**src/rtl/route_pkg.sv**
```systemverilog
// Shared types and torus neighbour arithmetic for the route walker.
// Nodes are packed {row,col}; each axis wraps modulo 2**dim_bits.
package route_pkg;

    typedef enum logic [1:0] {
        DIR_N = 2'd0,
        DIR_E = 2'd1,
        DIR_S = 2'd2,
        DIR_W = 2'd3
    } dir_t;

    typedef enum logic [1:0] {
        IDLE = 2'd0,
        RUN  = 2'd1,
        DONE = 2'd2,
        FAIL = 2'd3
    } state_t;

    // Widest node id the neighbour helper handles (DIM_BITS up to 8).
    localparam int NODE_MAX_W = 16;

    function automatic logic [NODE_MAX_W-1:0] neighbour(
        input logic [NODE_MAX_W-1:0] node,
        input dir_t                  dir,
        input int unsigned           dim_bits
    );
        logic [NODE_MAX_W-1:0] mask;
        logic [NODE_MAX_W-1:0] row;
        logic [NODE_MAX_W-1:0] col;
        mask = NODE_MAX_W'((1 << dim_bits) - 1);
        row  = (node >> dim_bits) & mask;
        col  = node & mask;
        case (dir)
            DIR_N:   row = (row - 1'b1) & mask;
            DIR_E:   col = (col + 1'b1) & mask;
            DIR_S:   row = (row + 1'b1) & mask;
            DIR_W:   col = (col - 1'b1) & mask;
            default: ;
        endcase
        return (row << dim_bits) | col;
    endfunction

endpackage

```
**src/rtl/dir_fifo.sv**
```systemverilog
// Direction command queue. Pointers wrap naturally since DEPTH is a power of 2;
// a push is refused when full, a pop is refused when empty.
module dir_fifo
    import route_pkg::*;
#(
    parameter int DEPTH = 4
) (
    input  logic clk_i,
    input  logic rst_ni,
    input  logic push_i,
    input  dir_t din_i,
    input  logic pop_i,
    output dir_t head_o,
    output logic full_o,
    output logic empty_o
);
    localparam int AW = $clog2(DEPTH);

    dir_t          mem_q [DEPTH];
    logic [AW-1:0] wr_q;
    logic [AW-1:0] rd_q;
    logic [AW:0]   cnt_q;
    logic          do_push;
    logic          do_pop;

    assign full_o  = (cnt_q == (AW+1)'(DEPTH));
    assign empty_o = (cnt_q == '0);
    assign do_push = push_i && !full_o;
    assign do_pop  = pop_i && !empty_o;
    assign head_o  = mem_q[rd_q];

    always_ff @(posedge clk_i or negedge rst_ni) begin
        if (!rst_ni) begin
            wr_q  <= '0;
            rd_q  <= '0;
            cnt_q <= '0;
        end else begin
            if (do_push) wr_q <= wr_q + 1'b1;
            if (do_pop)  rd_q <= rd_q + 1'b1;
            if (do_push && !do_pop)      cnt_q <= cnt_q + 1'b1;
            else if (!do_push && do_pop) cnt_q <= cnt_q - 1'b1;
        end
    end

    always_ff @(posedge clk_i) begin
        if (do_push) mem_q[wr_q] <= din_i;
    end

endmodule

```
**src/rtl/route_walker.sv**
```systemverilog
// Hop engine: steps the current node one torus hop per accepted command.
//   state | meaning
//   IDLE  | waiting for start
//   RUN   | presenting queued hops downstream
//   DONE  | arrived at destination, done pulses
//   FAIL  | hop budget exhausted, err_budget pulses
module route_walker
    import route_pkg::*;
#(
    parameter int DIM_BITS   = 1,
    parameter int FIFO_DEPTH = 4,
    parameter int MAX_HOPS   = 7
) (
    input  logic                  clk_i,
    input  logic                  rst_ni,
    input  logic                  start_i,
    input  logic [2*DIM_BITS-1:0] src_node_i,
    input  logic [2*DIM_BITS-1:0] dst_node_i,
    input  logic                  cmd_valid_i,
    input  logic [1:0]            cmd_dir_i,
    output logic                  cmd_ready_o,
    output logic                  hop_valid_o,
    input  logic                  hop_ready_i,
    output logic [2*DIM_BITS-1:0] hop_src_o,
    output logic [1:0]            hop_dir_o,
    output logic [2*DIM_BITS-1:0] hop_dst_o,
    output logic [2*DIM_BITS-1:0] cur_node_o,
    output logic [7:0]            hop_count_o,
    output logic                  busy_o,
    output logic                  done_o,
    output logic                  err_budget_o
);
    localparam int NW = 2 * DIM_BITS;

    state_t        state_q;
    logic [NW-1:0] cur_q;
    logic [NW-1:0] dst_q;
    logic [7:0]    cnt_q;
    logic          done_q;
    logic          err_q;

    dir_t          head;
    logic          fifo_full;
    logic          fifo_empty;
    logic          hs;
    logic [NW-1:0] next_node;

    dir_fifo #(.DEPTH(FIFO_DEPTH)) u_fifo (
        .clk_i   (clk_i),
        .rst_ni  (rst_ni),
        .push_i  (cmd_valid_i),
        .din_i   (dir_t'(cmd_dir_i)),
        .pop_i   (hs),
        .head_o  (head),
        .full_o  (fifo_full),
        .empty_o (fifo_empty)
    );

    assign next_node   = NW'(neighbour(NODE_MAX_W'(cur_q), head, DIM_BITS));
    assign hop_valid_o = (state_q == RUN) && !fifo_empty;
    assign hs          = hop_valid_o && hop_ready_i;
    assign cmd_ready_o = !fifo_full;
    // Gate head-derived outputs so unwritten queue slots never leak out.
    assign hop_src_o    = cur_q;
    assign hop_dir_o    = hop_valid_o ? head : 2'b00;
    assign hop_dst_o    = hop_valid_o ? next_node : '0;
    assign cur_node_o   = cur_q;
    assign hop_count_o  = cnt_q;
    assign busy_o       = (state_q != IDLE);
    assign done_o       = done_q;
    assign err_budget_o = err_q;

    always_ff @(posedge clk_i or negedge rst_ni) begin
        if (!rst_ni) begin
            state_q <= IDLE;
            cur_q   <= '0;
            dst_q   <= '0;
            cnt_q   <= '0;
            done_q  <= 1'b0;
            err_q   <= 1'b0;
        end else begin
            done_q <= 1'b0;
            err_q  <= 1'b0;
            case (state_q)
                IDLE: begin
                    if (start_i) begin
                        cur_q <= src_node_i;
                        dst_q <= dst_node_i;
                        cnt_q <= '0;
                        if (src_node_i == dst_node_i) begin
                            state_q <= DONE;
                            done_q  <= 1'b1;
                        end else begin
                            state_q <= RUN;
                        end
                    end
                end
                RUN: begin
                    if (hs) begin
                        cur_q <= next_node;
                        cnt_q <= cnt_q + 8'd1;
                        if (next_node == dst_q) begin
                            state_q <= DONE;
                            done_q  <= 1'b1;
                        end else if ((cnt_q + 8'd1) == 8'(MAX_HOPS)) begin
                            state_q <= FAIL;
                            err_q   <= 1'b1;
                        end
                    end
                end
                DONE:    state_q <= IDLE;
                FAIL:    state_q <= IDLE;
                default: state_q <= IDLE;
            endcase
        end
    end

endmodule

```
**config.mk**
```make
export PLATFORM = sky130hd
export DESIGN_NAME = route_walker
export DESIGN_NICKNAME = d
export VERILOG_FILES = /design/src/rtl/route_pkg.sv /design/src/rtl/dir_fifo.sv /design/src/rtl/route_walker.sv
export SDC_FILE = /design/constraint.sdc
export NUM_CORES = 1
export LEC_CHECK = 0
export ABC_CLOCK_PERIOD_IN_PS = 5900
export CORE_AREA = 2 2 54 61
export CTS_BUF_LIST = sky130_fd_sc_hd__clkbuf_16
export DETAILED_ROUTE_END_ITERATION = 16
export DIE_AREA = 0 0 56 63
export DONT_BUFFER_PORTS = 1
export PLACE_DENSITY = 0.74
export SLEW_MARGIN = 15
export SYNTH_ARGS = -nofsm -noshare
export SYNTH_HDL_FRONTEND = slang
export SYNTH_HIERARCHICAL = 1
export SYNTH_SLANG_ARGS = --single-unit
```
**constraint.sdc**
```tcl
create_clock -name clk_i -period 5.9 [get_ports clk_i]
set_clock_uncertainty 0.1 [all_clocks]
set_input_delay 0.59 -clock clk_i [delete_from_list [all_inputs] [get_ports clk_i]]
set_output_delay 0.59 -clock clk_i [all_outputs]
set_load 0.005 [all_outputs]
```
==> impl_metrics.yaml, run 1 <==
status:
  status: "finished clean"
pwr:
  combPwrFrac: 0.374
  clkPwrFrac: 0.241
  p_per_area_nw_per_um2: 526
  swShare: 0.361
  power.share.sequential: 0.384
  p_int_mw: 0.622
  peakVddDrop_mv: 0.426
  power_switching_mw: 0.351
  p_leak_nw: 0.786
cts:
  cts_buffers: 5
  clock_sinks: 31
  clk_pin_slew_worst_paths_ps: 50
  cts_buffer_depth: 2
  cts_root_buf: "clkbuf_16"
  clk_latency_ps: 280
  cts_tree: "done"
  ctsHtreeMaxLevel: 2
  cts_resized: 0
critical_path:
  path_max_fanout: 14
  cp_data_required_time_ps: 6000
  cp_common_cell: "xor2_1"
  crit_arrival_ps: 2980
  crit_path_start_kind: "register"
  critPathMaxStageDelay_ps: 500
  critPathTopFamily: "simple AND/OR/NAND/NOR gates"
  end_kind: "register"
  crit_chain: "nor3_1 -> nand4bb_1 -> inv_2 -> nand2b_1 -> ha_1 -> inv_1 -> fa_1 -> xor2_1 -> nor2_1 -> xor2_1"
  crit_slowest_cell: "nand4bb_1"
  cp.buffers_inverters: 2
  crit_type: "register to register"
cells_and_area:
  final_core_util: 0.628
  final_cell_mix: "dfrtp_1 (23), nor2_1 (12), nand2_1 (11)"
  areaGrowthSynthToFinish_pct: 8.05
  drive_gt1_frac: 0.138
  diodes: 0
  mostFrequentLayoutCell: "dfrtp_1"
  final_nets: 177
  multi_input_area_sq_um: 816
  fillCellCount: 253
  regArea_sq_um: 816
run:
  maxCapViolCount: 0
floorplan:
  core_sq_um: 2940
  ios: 32
  dieArea_sq_um: 3530
  start_util: 0.581
  die_w_um: 56
  die_h_um: 63
  core.rowCount: 21
global_route:
  gr-usage-all-layers: 0.187
  grt-ovfl-total: 0
  antenna_found_initial: 0
  grt_max_degree: 24
  grt_pass1_vias: 1101
  grt_pass1_wl_mm: 4.93
logic_synthesis:
  synth_top_cell_area_share: 0.337
  synth_fp_nets: 175
  synth_edf_count: 8
  postSynthAreaPerCell_sq_um: 11.0
  yosys-top-cells-area: "dfrtp_1 (34%), edfxtp_1 (14%), ha_1 (5.1%)"
  synthCells: 156
  async_flop_share: 0.742
  yosysTopAreaCell: "dfrtp_1"
  syn_area_sq_um: 1710
  ys_seq_area_frac: 0.477
  yosysWarnings: 6
  ys_ff_latch: 31
  synth-main-ff-cell: "dfrtp_1"
  ys_types: 41
routing:
  drt_drc_violations_left: 0
  avgRoutedWirePerCell_um: 15.1
  viasPerCell: 5.77
  routed_wl_mm: 2.92
  ant_nets: 0
  drt-initial-drc-count: 31
  firstDrtPassIters: 4
  num_vias: 1114
sta:
  setup_viol: 0
  rsz0062_at_grt: "no"
  min_period_ps: 2880
  min_period_over_period: 0.489
  final.setup.tns_ps: 0
  worstMarginPinSlew_ps: 1030
  clock.fmax_mhz: 347
  slew_headroom: 0.313
  drv_slew: 0
  hold_violations: 0
placed_design:
  io_buffers: 0
  dp.final_hpwl_mm: 2.15
  place_congestion: 0.794
hold_path:
  timing.hold.worst.class: "input pin to register"
metrics by stage:
stage	setup WS [ps]	instance area [sq um]	hold WS, ps	instances	power [mW]
6_report	3020	1850	307	193	0.973
5_1_grt	2820	1850	296	193	1.04
4_1_cts	3020	1850	301	193	0.985
3_5_place_dp	3040	1700	195	184	0.742
3_3_place_gp	3150	1700	195	184	0.722
2_1_floorplan	3580	1710	194	156	0.679
power groups by stage:
stage / registers [mW] / clock network, mW / logic [mW]
after floorplan: 0.357 / 0 / 0.323
after global placement: 0.372 / 0 / 0.349
after detailed placement: 0.377 / 0 / 0.364
after CTS: 0.374 / 0.241 / 0.370
after global routing: 0.385 / 0.250 / 0.408
final: 0.374 / 0.235 / 0.364
layer usage:
| layer | routed length [um] | up-vias | track usage |
|---|---|---|---|
| met4 | 66 | 0 | 0.0893 |
| met3 | 215 | 6 | 0.0849 |
| li1 | - | 549 | - |
| met2 | 1410 | 34 | 0.287 |
| met5 | 0 | - | 0 |
| met1 | 1230 | 525 | 0.223 |
area by class of cell:
cell class | count | area share
timing repair buffer | 1 | 0.00542
sequential | 31 | 0.441
inverter | 7 | 0.0142
clock inverter | 3 | 0.00677
clock buffer | 5 | 0.0677
tap | 34 | 0.0230
multi-input combinational | 112 | 0.441
what timing repair did:
action                                 in CTS  in global routing
buffers inserted                            0                  0
hold buffers                                1                  0
endpoints found under the hold margin      23                  0
flip-flops by register name, summed over array words and instances, names as in the netlist, 2 cells and up:
name and count:
u_fifo/rd_q 2, hop_count_o 8, state_q 2, dst_q 2, u_fifo/wr_q 2, u_fifo/mem_q 8, u_fifo/cnt_q 3, cur_node_o 2
path summary, 6_finish.rpt:
| path | endpoint | slack [ps] | depth (start not counted) | startpoint |
|---|---|---|---|---|
| worst min register to register | u_fifo/cnt_q[2] | 400 | 1 | u_fifo/cnt_q[2] |
| min in group asynchronous | cur_node_o[1] | 840 | 1 | rst_ni |
| worst max register to register | u_fifo/cnt_q[2] | 3020 | 10 | u_fifo/cnt_q[0] |
| max in group asynchronous | u_fifo/cnt_q[1] | 4230 | 1 | rst_ni |
| worst max-delay path | u_fifo/cnt_q[2] | 3020 | 10 | u_fifo/cnt_q[0] |
| worst min-delay path | u_fifo/mem_q[0][0] | 310 | 0 | cmd_dir_i[0] |
cell families after synthesis:
group	after synthesis	synth area share
and+or+nand+nor	61	0.214
buffers and inverters	13	0.0461
xor gates and xnor gates	14	0.0717
AOI/OAI and AO/OA	24	0.0805
DFF	31	0.477
muxes	5	0.0475
adders and majority gates	8	0.0629
Yosys cell counts, types with 5 or more instances:
| cell | instances |
|---|---|
| dfrtp_1 | 23 |
| nor2_1 | 12 |
| nand2_1 | 11 |
| o21ai_1 | 9 |
| xnor2_1 | 9 |
| edfxtp_1 | 8 |
| ha_1 | 7 |
| nand3_1 | 7 |
| inv_1 | 6 |
| o21ai_0 | 5 |
| xor2_1 | 5 |
Note: power is estimated with default switching activity, not from simulation.
==> inputs of run 2 (changes only) <==
Settings changed: ABC_CLOCK_PERIOD_IN_PS 5900 to 2700.
Clock period 5.9 ns to 2.7 ns, I/O delays scaled along.
==> run 2 against run 1 <==
Against the previous run: power increased by 120%; count of clock-buffer cells in the layout unchanged; combinational power increased by 130%; via count increased by 5.1%; register-to-register slack got worse by 2700 ps; cell area increased by 1.8%; setup slack got worse by 2700 ps; utilization increased by 1.1 points; highest routed layer unchanged; final cell count increased by 1.6%; critical path depth unchanged; worst hold slack got worse by 300 ps.
==> impl_metrics.yaml, run 2 (synthesized netlist as in run 1, its figures left out) <==
routing:
  avgRoutedWirePerCell_um: 16.0
  ant_nets: 0
  drt-initial-drc-count: 54
  drt_drc_violations_left: 0
  num_vias: 1171
  firstDrtPassIters: 4
  viasPerCell: 5.97
  routed_wl_mm: 3.14
placed_design:
  io_buffers: 0
  place_congestion: 0.846
  dp.final_hpwl_mm: 2.30
  dpl_cell_area_sq_um: 1710
sta:
  worstMarginPinSlew_ps: 531
  clock.fmax_mhz: 415
  rsz0062_at_grt: "no"
  final.setup.tns_ps: 0
  min_period_over_period: 0.893
  hold_violations: 0
  drv_slew: 0
  min_period_ps: 2410
  fin_hold_ws_ps: 3.54
  slew_headroom: 0.645
  setup_viol: 0
global_route:
  grt-ovfl-total: 0
  grt_max_degree: 24
  antenna_found_initial: 0
  grt_pass1_vias: 1194
  grt_pass1_wl_mm: 5.46
  gr-usage-all-layers: 0.205
pwr:
  p_leak_nw: 0.800
  p_per_area_nw_per_um2: 1150
  peakVddDrop_mv: 0.733
  p_total_mw: 2.16
critical_path:
  crit_path_start_kind: "register"
  crit_arrival_ps: 2510
  end_kind: "register"
  cp_data_required_time_ps: 2800
  path_max_fanout: 11
  crit_type: "register to register"
floorplan:
  die_h_um: 63
  dieArea_sq_um: 3530
  start_util: 0.581
  die_w_um: 56
  core_sq_um: 2940
  core.rowCount: 21
  ios: 32
cells_and_area:
  diodes: 0
  areaGrowthSynthToFinish_pct: 9.95
  final_nets: 181
  mostFrequentLayoutCell: "dfrtp_1"
  drive_gt1_frac: 0.148
  final_cell_mix: "dfrtp_1 (23), nor2_1 (12), nand2_1 (11)"
  final_area_sq_um: 1880
  final_core_util: 0.639
  fillCellCount: 233
cts:
  clk_latency_ps: 270
  clock_sinks: 31
  cts_tree: "done"
  cts_setup_buffers: 0
  cts_buffer_depth: 2
  cts_root_buf: "clkbuf_16"
  cts_buffers: 5
  ctsHtreeMaxLevel: 2
  clk_pin_slew_worst_paths_ps: 50
status:
  status: "finished clean"
hold_path:
  timing.hold.worst.class: "input pin to register"
run:
  maxCapViolCount: 0
[run 2: changes by cell type in the layout (fill, tap and decap cells not counted)]
cell	previous run	this run
nor3_2	0	1
dlygate4sd3_1	1	3
nor3_1	4	3
buf_4	0	1
buf_2	0	1
clkinv_2	1	0
[run 2: cell type report]
class                           instances  area [sq um]  area share
Multi-Input combinational cell        112           821       0.436
Sequential cell                        31           816       0.434
Clock buffer                            5           125      0.0665
Timing Repair Buffer                    5          42.5      0.0226
Tap cell                               34          42.5      0.0226
Inverter                                7          26.3      0.0140
Clock inverter                          2          7.51     0.00399
[run 2: repair_timing]
item	in CTS	in global routing
resized for setup	0	1
endpoints found under the setup margin	0	1
endpoints found under the hold margin	31	23
hold buffers	3	1
[run 2: final timing paths]
check	cells after the start	slack [ps]	start	endpoint
min in group asynchronous	2	400	rst_ni	cur_node_o[0]
max reg2reg	10	290	u_fifo/cnt_q[0]	u_fifo/cnt_q[2]
min reg2reg	2	400	dst_q[0]	dst_q[0]
max	10	290	u_fifo/cnt_q[0]	u_fifo/cnt_q[2]
max in group asynchronous	2	1750	rst_ni	hop_count_o[7]
min	2	4	dst_node_i[1]	dst_q[1]
[run 2: layer usage]
layer,part of all wire,routed length (um),global-route usage,vias to the layer above
li1,-,-,-,555
met1,0.42,1320,0.247,571
met2,0.49,1550,0.324,37
met3,0.056,177,0.0538,8
met4,0.028,88,0.131,0
met5,0,0,0,-
[run 2: metrics by stage]
stage / instances / setup slack, ps
2_1_floorplan: 156 / 376
3_3_place_gp: 185 / 334
3_5_place_dp: 185 / 200
4_1_cts: 195 / 179
5_1_grt: 196 / 111
6_report: 196 / 290
[run 2: power by group]
group,internal (mW),total [mW],switching [mW]
Combinational,0.402,0.832,0.430
Sequential,0.637,0.823,0.185
Clock,0.327,0.501,0.174
[run 2: critical path, cell delays in order, from the launching register on]
cell and delay [ps]:
dfrtp_1 460, nor3_2 260, nand4bb_1 210, inv_2 120, nand2b_1 130, ha_1 210
inv_1 60, fa_1 380, xor2_1 160, nor2_1 110, xor2_1 150
==> inputs of run 3 (changes only) <==
Settings changed: CORE_AREA 2 2 54 61 to 10 10 62 69, DIE_AREA 0 0 56 63 to 0 0 72 79, PLACE_DENSITY 0.74 to 0.78, REMOVE_ABC_BUFFERS set to 1.
==> run 3 against run 2 <==
Against the previous run: maximum frequency fell by 1.5%; sequential power is essentially flat; global-route usage fell by 8.1 points; sequential share of layout area rose by 0.23 points; power decreased by 0.28%; non-clock buffer count shrank 1; combinational power is 1% lower; final cell count shrank 0.51%; critical path type unchanged; critical endpoint unchanged.
==> impl_metrics.yaml, run 3 (synthesized netlist as in run 1, its figures left out) <==
cts:
  clk_pin_slew_worst_paths_ps: 50
  cts_buffers: 5
  cts_tree: "done"
  cts_root_buf: "clkbuf_16"
  cts_setup_buffers: 0
  ctsHtreeMaxLevel: 2
  clock_sinks: 31
  cts-hold-fix-buffers: 3
  clk_latency_ps: 270
  cts_resized: 0
  cts_buffer_depth: 2
run:
  maxCapViolCount: 0
placed_design:
  dpl.cell_count: 185
  place_ws_ps: 264
  place_congestion: 0.876
  dpl_cell_area_sq_um: 1710
  io_buffers: 0
  dp.final_hpwl_mm: 2.51
critical_path:
  crit_slowest_cell: "dfrtp_1"
  path_max_fanout: 11
  end_kind: "register"
  cp.buffers_inverters: 2
  critPathTopFamily: "simple AND/OR/NAND/NOR gates"
  crit_type: "register to register"
  critPathMaxStageDelay_ps: 450
  cp_common_cell: "xor2_1"
  crit_arrival_ps: 2540
  cp_data_required_time_ps: 2800
  crit_path_start_kind: "register"
  crit_chain: "nor3_1 -> nand4bb_1 -> inv_2 -> nand2b_1 -> ha_1 -> inv_1 -> fa_1 -> xor2_1 -> nor2_1 -> xor2_1"
sta:
  min_period_over_period: 0.907
  rsz0062_at_grt: "no"
  final.setup.tns_ps: 0
  fin_hold_ws_ps: 4.82
  min_period_ps: 2450
  hold_violations: 0
  worstMarginPinSlew_ps: 1020
  finalWorstSetupSlack_ps: 252
  drv_slew: 0
  slew_headroom: 0.320
  clock.fmax_mhz: 409
  setup_viol: 0
cells_and_area:
  final_core_util: 0.636
  areaGrowthSynthToFinish_pct: 9.36
  final_cells: 195
  mostFrequentLayoutCell: "dfrtp_1"
  final_nets: 180
  regArea_sq_um: 816
  final_area_sq_um: 1870
  fillCellCount: 237
  diodes: 0
  drive_gt1_frac: 0.137
  multi_input_area_sq_um: 816
  final_cell_mix: "dfrtp_1 (23), nor2_1 (12), nand2_1 (11)"
pwr:
  p_total_mw: 2.15
  p_per_area_nw_per_um2: 1150
  peakVddDrop_mv: 0.975
  p_leak_nw: 0.795
floorplan:
  core_sq_um: 2940
  start_util: 0.581
  ios: 32
  die_h_um: 79
  dieArea_sq_um: 5690
  die_w_um: 72
  core.rowCount: 21
status:
  status: "finished clean"
global_route:
  antenna_found_initial: 0
  grt-ovfl-total: 0
  grt_max_degree: 24
  grt_pass1_wl_mm: 5.58
  gr-usage-all-layers: 0.124
  grt_pass1_vias: 1168
routing:
  routed_wl_mm: 3.30
  drt-initial-drc-count: 112
  firstDrtPassIters: 4
  avgRoutedWirePerCell_um: 16.9
  ant_nets: 0
  num_vias: 1141
  drt_drc_violations_left: 0
  viasPerCell: 5.85
hold_path:
  timing.hold.worst.class: "input pin to register"
-- run 3: where the power goes --
part	internal (mW)	switching, mW
combinational	0.399	0.422
sequential	0.637	0.184
clock	0.327	0.179
total	1.36	0.786
-- run 3: layout make-up --
cell class	instances	area share
inverter	7	0.0140
multi-input combinational	112	0.436
clock inverter	2	0.00401
clock buffer	5	0.0669
tap	34	0.0227
timing repair buffer	4	0.0201
sequential	31	0.436
-- run 3: path summary, 6_finish.rpt --
check	from	end	slack, ps	cells after the start
worst max-delay path	u_fifo/cnt_q[0]	u_fifo/cnt_q[2]	250	10
worst min-delay path	dst_node_i[1]	dst_q[1]	5	2
worst max register to register	u_fifo/cnt_q[0]	u_fifo/cnt_q[2]	250	10
worst min register to register	dst_q[0]	dst_q[0]	410	2
max in group asynchronous	rst_ni	hop_count_o[5]	1360	1
min in group asynchronous	rst_ni	hop_count_o[4]	520	1
-- run 3: metal layers --
layer  part of all wire  global-route usage  routed length, um  vias to the layer above
li1                   -                   -                  -                      547
met1               0.39               0.120               1300                      567
met2               0.54               0.223               1780                       21
met3              0.049              0.0535                161                        6
met4              0.018              0.0523                 58                        0
met5                  0                   0                  0                        -
==> RTL change 1: new RTL, flow settings as in run 3 <==
Set the parameter `FIFO_DEPTH` to 2 (it was 4).
--- a/src/rtl/route_walker.sv
+++ b/src/rtl/route_walker.sv
@@ -8,7 +8,7 @@
     import route_pkg::*;
 #(
     parameter int DIM_BITS   = 1,
-    parameter int FIFO_DEPTH = 4,
+    parameter int FIFO_DEPTH = 2,
     parameter int MAX_HOPS   = 7
 ) (
     input  logic                  clk_i,
Behaviour: not the same (a bounded check fails within 4 cycles, from zero or initial values and one cycle with rst_ni low).
==> RTL change 1 against run 3 <==
- worst setup slack better by 0.46 ns
- sequential cell count down 7
- wire length down 13%
- cell area down 22%
- fmax up 23%
- count of clock-buffer cells in the layout down 1
- cell count down 11%
- synthesized cell count down 13%
- combinational power down 18%
- global-route usage down 2.1 points
- power down 21%
- area after synthesis down 23%
==> RTL change 1: results (changes against run 3) <==
| Metric | Value |
|---|---|
| Clock Tree Buf Depth | `2 (unchanged)` |
| Via count | `1000 (was 1141)` |
| Htree depth | `1 (was 2)` |
| Register area share after synthesis | `0.4684 (was 0.4770)` |
| Commonest cells post-synth | `20 x dfrtp_1, 14 x nor2_1, 12 x nand2_1 (was 23 x dfrtp_1, 12 x nor2_1, 11 x nand2_1)` |
| LEAKAGE | `0.0006323 uW (was 0.0007950 uW)` |
| CP arrival | `2.07 ns (was 2.54 ns)` |
| NetSw | `651.5 uW (was 785.7 uW)` |
| Post-synth EDFFs | `4 (was 8)` |
| Post-CTS setup buffers | `0 (unchanged)` |
| Vias in the first global route | `989 (was 1168)` |
| Share of cells above drive strength 1 | `0.09353 (was 0.1366)` |
| Final wirelength | `2869 microns (was 3302 microns)` |
| DRT iter0 DRCs | `54 (was 112)` |
| GPL Wtd Cong | `0.8280 (was 0.8760)` |
| Final Power | `1700 uW (was 2150 uW)` |
| Family with the most delay on the worst path | `flip-flops (was simple AND/OR/NAND/NOR gates)` |
| Initial antenna violation count | `0 (unchanged)` |
| Largest net degree at the start of global routing | `21 (was 24)` |
| Ant. Diodes | `0 (unchanged)` |
| Post-DP HPWL | `2160 microns (was 2508 microns)` |
| Status | `finished, final reports clean (unchanged)` |
| Synth cell types | `34 (was 41)` |
| Cts repair resizes | `0 (unchanged)` |
| Slew @ Worst Pin | `0.8954 ns (was 1.016 ns)` |
| Peak supply drop | `0.0005959 V (was 0.0009754 V)` |
| Reg clk slew, reported paths | `0.06 ns` |
| Hold-fix buffers, CTS | `3 (unchanged)` |
| Clock share of power | `0.226 (was 0.236)` |
| Final TNS setup | `0 ns (unchanged)` |
| Critical path's largest stage delay | `0.42 ns (was 0.45 ns)` |
| YS warnings | `6 (unchanged)` |
| Port Buffer Count | `0 (unchanged)` |
| First-pass GRT wire length | `4719 microns (was 5575 microns)` |
| Drt pass-1 iters | `4 (unchanged)` |
| Combinational Power | `672 uW (was 822 uW)` |
| Min-Delay Path Class | `primary input to flip-flop (unchanged)` |
| Max reg flops | `8` |
| Post-synth top flop | `dfrtp_1 (unchanged)` |
| CTS buffer count | `3 (was 5)` |
| Critical Path Fanout Max | `14 (was 11)` |
| Synthesized flop and latch total | `24 (was 31)` |
| Ys async rst share | `0.8333 (was 0.7419)` |
| Global-route usage over all layers | `0.1029 (was 0.1241)` |
| Fill cells | `268 (was 237)` |
| Layout Nets | `154 (was 180)` |
| Synth area leaders | `dfrtp_1 38%, edfxtp_1 9.1%, xnor2_1 5.3%, nor2_1 4.0%, o21ai_1 3.8% (was dfrtp_1 34%, edfxtp_1 14%, ha_1 5.1%, xnor2_1 4.6%, o21ai_1 2.6%)` |
==> RTL change 1: cell families (layout without fill, tap and decap cells) <==
group | after synthesis | in the layout | share of synthesized area
AOI/OAI and AO/OA | 25 | 25 | 0.1077
xor gates and xnor gates | 13 | 13 | 0.08593
adders and majority gates | 3 | 3 | 0.02833
buffers and inverters | 11 | 14 | 0.04816
DFF | 24 | 24 | 0.4684
muxes | 3 | 3 | 0.02455
and+or+nand+nor | 57 | 57 | 0.2370
==> RTL change 1: through the flow <==
stage,area [sq um],std cells,setup slack (ns),utilization
after global routing,1464,173,0.4865,0.4974
after floorplan,1284,131,0.7104,-
after detailed placement,1334,166,0.7186,0.4532
after global placement,1334,166,0.7929,0.4532
final,1464,173,0.7162,0.4974
after CTS,1464,173,0.7101,0.4974
==> RTL change 1: path summary, 6_finish.rpt <==
path / from / depth (start not counted) / slack [ns] / endpoint
min in group asynchronous: rst_ni / 1 / 0.48 / hop_count_o[7]
hold reg to reg: dst_q[0] / 2 / 0.40 / dst_q[0]
hold / removal: dst_node_i[1] / 2 / 0.02 / dst_q[1]
max in group asynchronous: rst_ni / 1 / 1.47 / hop_count_o[0]
setup / recovery: u_fifo/cnt_q[0] / 9 / 0.72 / u_fifo/cnt_q[1]
setup reg to reg: u_fifo/cnt_q[0] / 9 / 0.72 / u_fifo/cnt_q[1]
==> RTL change 1: layout make-up <==
type / count / area share
Inverter: 6 / 0.01538
Multi-Input combinational cell: 101 / 0.4376
Timing Repair Buffer: 4 / 0.02564
Tap cell: 34 / 0.02906
Sequential cell: 24 / 0.4239
Clock buffer: 4 / 0.06838
==> RTL change 1: per-layer routing <==
metal  GRT usage  up-vias  share of wire
met5           0        -              0
met1      0.1039      463           0.39
met4     0.05233        0          0.025
li1            -      480              -
met2      0.1749       45           0.49
met3     0.04602       12          0.089
==> RTL change 2: new RTL, flow settings as in run 3 <==
Without the edit above. Make the reset (`rst_ni`) synchronous in 2 clocked blocks.
--- a/src/rtl/dir_fifo.sv
+++ b/src/rtl/dir_fifo.sv
@@ -29,7 +29,7 @@
     assign do_pop  = pop_i && !empty_o;
     assign head_o  = mem_q[rd_q];
 
-    always_ff @(posedge clk_i or negedge rst_ni) begin
+    always_ff @(posedge clk_i) begin
         if (!rst_ni) begin
             wr_q  <= '0;
             rd_q  <= '0;
--- a/src/rtl/route_walker.sv
+++ b/src/rtl/route_walker.sv
@@ -70,7 +70,7 @@
     assign done_o       = done_q;
     assign err_budget_o = err_q;
 
-    always_ff @(posedge clk_i or negedge rst_ni) begin
+    always_ff @(posedge clk_i) begin
         if (!rst_ni) begin
             state_q <= IDLE;
             cur_q   <= '0;
Behaviour: differs if rst_ni is asserted again (counterexample within 4 cycles, from zero or initial values and one cycle with rst_ni low); with rst_ni held inactive, the same outputs for 4 cycles.
==> RTL change 2 against run 3 <==
- cell area is 4.5% higher
- sequential cell count is 2 higher
- wire length is 16% higher
- worst setup slack worse by 0.066 ns
- non-clock buffer count is 2 higher
- global-route usage is 1.7 points higher
- area after synthesis is 4.5% higher
Power is not compared: it rests on default switching activity, and its combinational part moved more than twofold at a synthesized area within 25%.
==> RTL change 2: results (changes against run 3) <==
| Metric | Value |
|---|---|
| Placed cell count | `215 (was 185)` |
| Share of cells above drive strength 1 | `0.08901 (was 0.1366)` |
| YS warnings | `6 (unchanged)` |
| Htree depth | `2 (unchanged)` |
| Final WS setup | `0.1865 ns (was 0.2521 ns)` |
| Critical path's largest stage delay | `0.39 ns (was 0.45 ns)` |
| Reg2Reg Depth | `10 (unchanged)` |
| Clock Tree Buf Depth | `2 (unchanged)` |
| LEAKAGE | `0.0007720 uW` |
| Reg clk slew, reported paths | `0.05 ns (about the same)` |
| CP arrival | `2.62 ns (was 2.54 ns)` |
| Critical R2R Capture | `u_fifo/cnt_q[2] (unchanged)` |
| Vias in the first global route | `1325 (was 1168)` |
| Placed Area | `1792 sq um (was 1708 sq um)` |
| Drt pass-1 iters | `4 (unchanged)` |
| Pre-CTS setup slack | `0.1252 ns (was 0.2639 ns)` |
| Hold-fix buffers, CTS | `2 (was 3)` |
| Commonest cells post-synth | `25 x dfxtp_1, 16 x nor2_1, 11 x and2_1, 11 x nand2_1, 10 x inv_1 (was 23 x dfrtp_1, 12 x nor2_1, 11 x nand2_1)` |
| Synth cell types | `50 (was 41)` |
| Synth area leaders | `dfxtp_1 28%, edfxtp_1 13%, ha_1 4.9%, xor2_1 3.9%, and2_1 3.9% (was dfrtp_1 34%, edfxtp_1 14%, ha_1 5.1%, xnor2_1 4.6%, o21ai_1 2.6%)` |
| Family with the most delay on the worst path | `simple AND/OR/NAND/NOR gates (unchanged)` |
| Layout Nets | `209 (was 180)` |
| Final Util | `0.6641 (was 0.6356)` |
| Post-synth top flop | `dfxtp_1 (was dfrtp_1)` |
| Cells after synthesis | `188 (was 156)` |
| Post-route insts no fill | `225 (was 195)` |
| Ys async rst share | `0 (was 0.7419)` |
| Fill cells | `240 (was 237)` |
| Register area share after synthesis | `0.4146 (was 0.4770)` |
| Crit path launch | `u_fifo/cnt_q[1] (was u_fifo/cnt_q[0])` |
| Status | `finished, final reports clean (unchanged)` |
| First-pass GRT wire length | `6403 microns (was 5575 microns)` |
| Largest net degree at the start of global routing | `15 (was 24)` |
| Crit Path Class | `flip-flop to flip-flop (unchanged)` |
| Post-DP HPWL | `2887 microns (was 2508 microns)` |
| Final Setup Violations | `0 (unchanged)` |
| CTS buffer count | `5 (unchanged)` |
| CP max stage cell | `dfxtp_1 (was dfrtp_1)` |
| Cts repair resizes | `0 (unchanged)` |
| Critical Path Fanout Max | `7 (was 11)` |
| Global-route usage over all layers | `0.1408 (was 0.1241)` |
| Post-CTS setup buffers | `0 (unchanged)` |
| Routed wire per std cell | `16.97 microns (was 16.93 microns)` |
| GPL Wtd Cong | `0.8870 (was 0.8760)` |
| DRT iter0 DRCs | `118 (was 112)` |
| Peak supply drop | `0.0005001 V` |
| Slew @ Worst Pin | `0.5061 ns (was 1.016 ns)` |
| Via count | `1344 (was 1141)` |
==> RTL change 2: cell count changes after synthesis, sizes merged, moves of 4 or more <==
cell   before  now
dfxtp       0   25
dfrtp      23    0
o21ai      14    7
a21oi       4    9
mux2i       1    5
nor2       12   16
nor4        0    4
==> RTL change 2: area by class of cell <==
cell class	instances	area share
clock buffer	5	0.06402
multi-input combinational	134	0.4840
sequential	33	0.3790
clock inverter	3	0.006402
inverter	10	0.01921
timing repair buffer	6	0.02561
tap	34	0.02177
==> RTL change 2: how the worst min path moves through the flow <==
stage,start,to,slack (ns),cells past startpoint
floorplan,cmd_dir_i[0],u_fifo/mem_q[0][0],0.27,0
global placement,cmd_dir_i[1],u_fifo/mem_q[0][1],0.27,0
detailed placement,cmd_dir_i[0],u_fifo/mem_q[0][0],0.27,0
CTS,rst_ni,cur_node_o[1],0.006,1
global route,rst_ni,cur_node_o[1],0.008,1
finish,rst_ni,cur_node_o[1],0.01,1
==> RTL change 2: cells by family after synthesis <==
group / after synthesis / share of synthesized area
fa+ha+maj: 8 / 0.06022
simple gates: 72 / 0.2199
compound gates: 32 / 0.1198
flops: 33 / 0.4146
buf+inv: 21 / 0.05882
mux: 7 / 0.05322
xor+xnor: 15 / 0.07353
==> RTL change 2: where the power goes <==
part           total (uW)  switching, uW  internal [uW]
logic                 410            220            190
registers             640           73.3            567
clock network         518            186            332
total                1570            480           1090
==> RTL change 2: per-layer routing <==
metal | vias up | wire length [microns] | global-route usage
met3 | 7 | 358 | 0.06468
met5 | - | 0 | 0
li1 | 663 | - | -
met4 | 0 | 61 | 0.06008
met2 | 42 | 1948 | 0.2376
met1 | 632 | 1451 | 0.1471
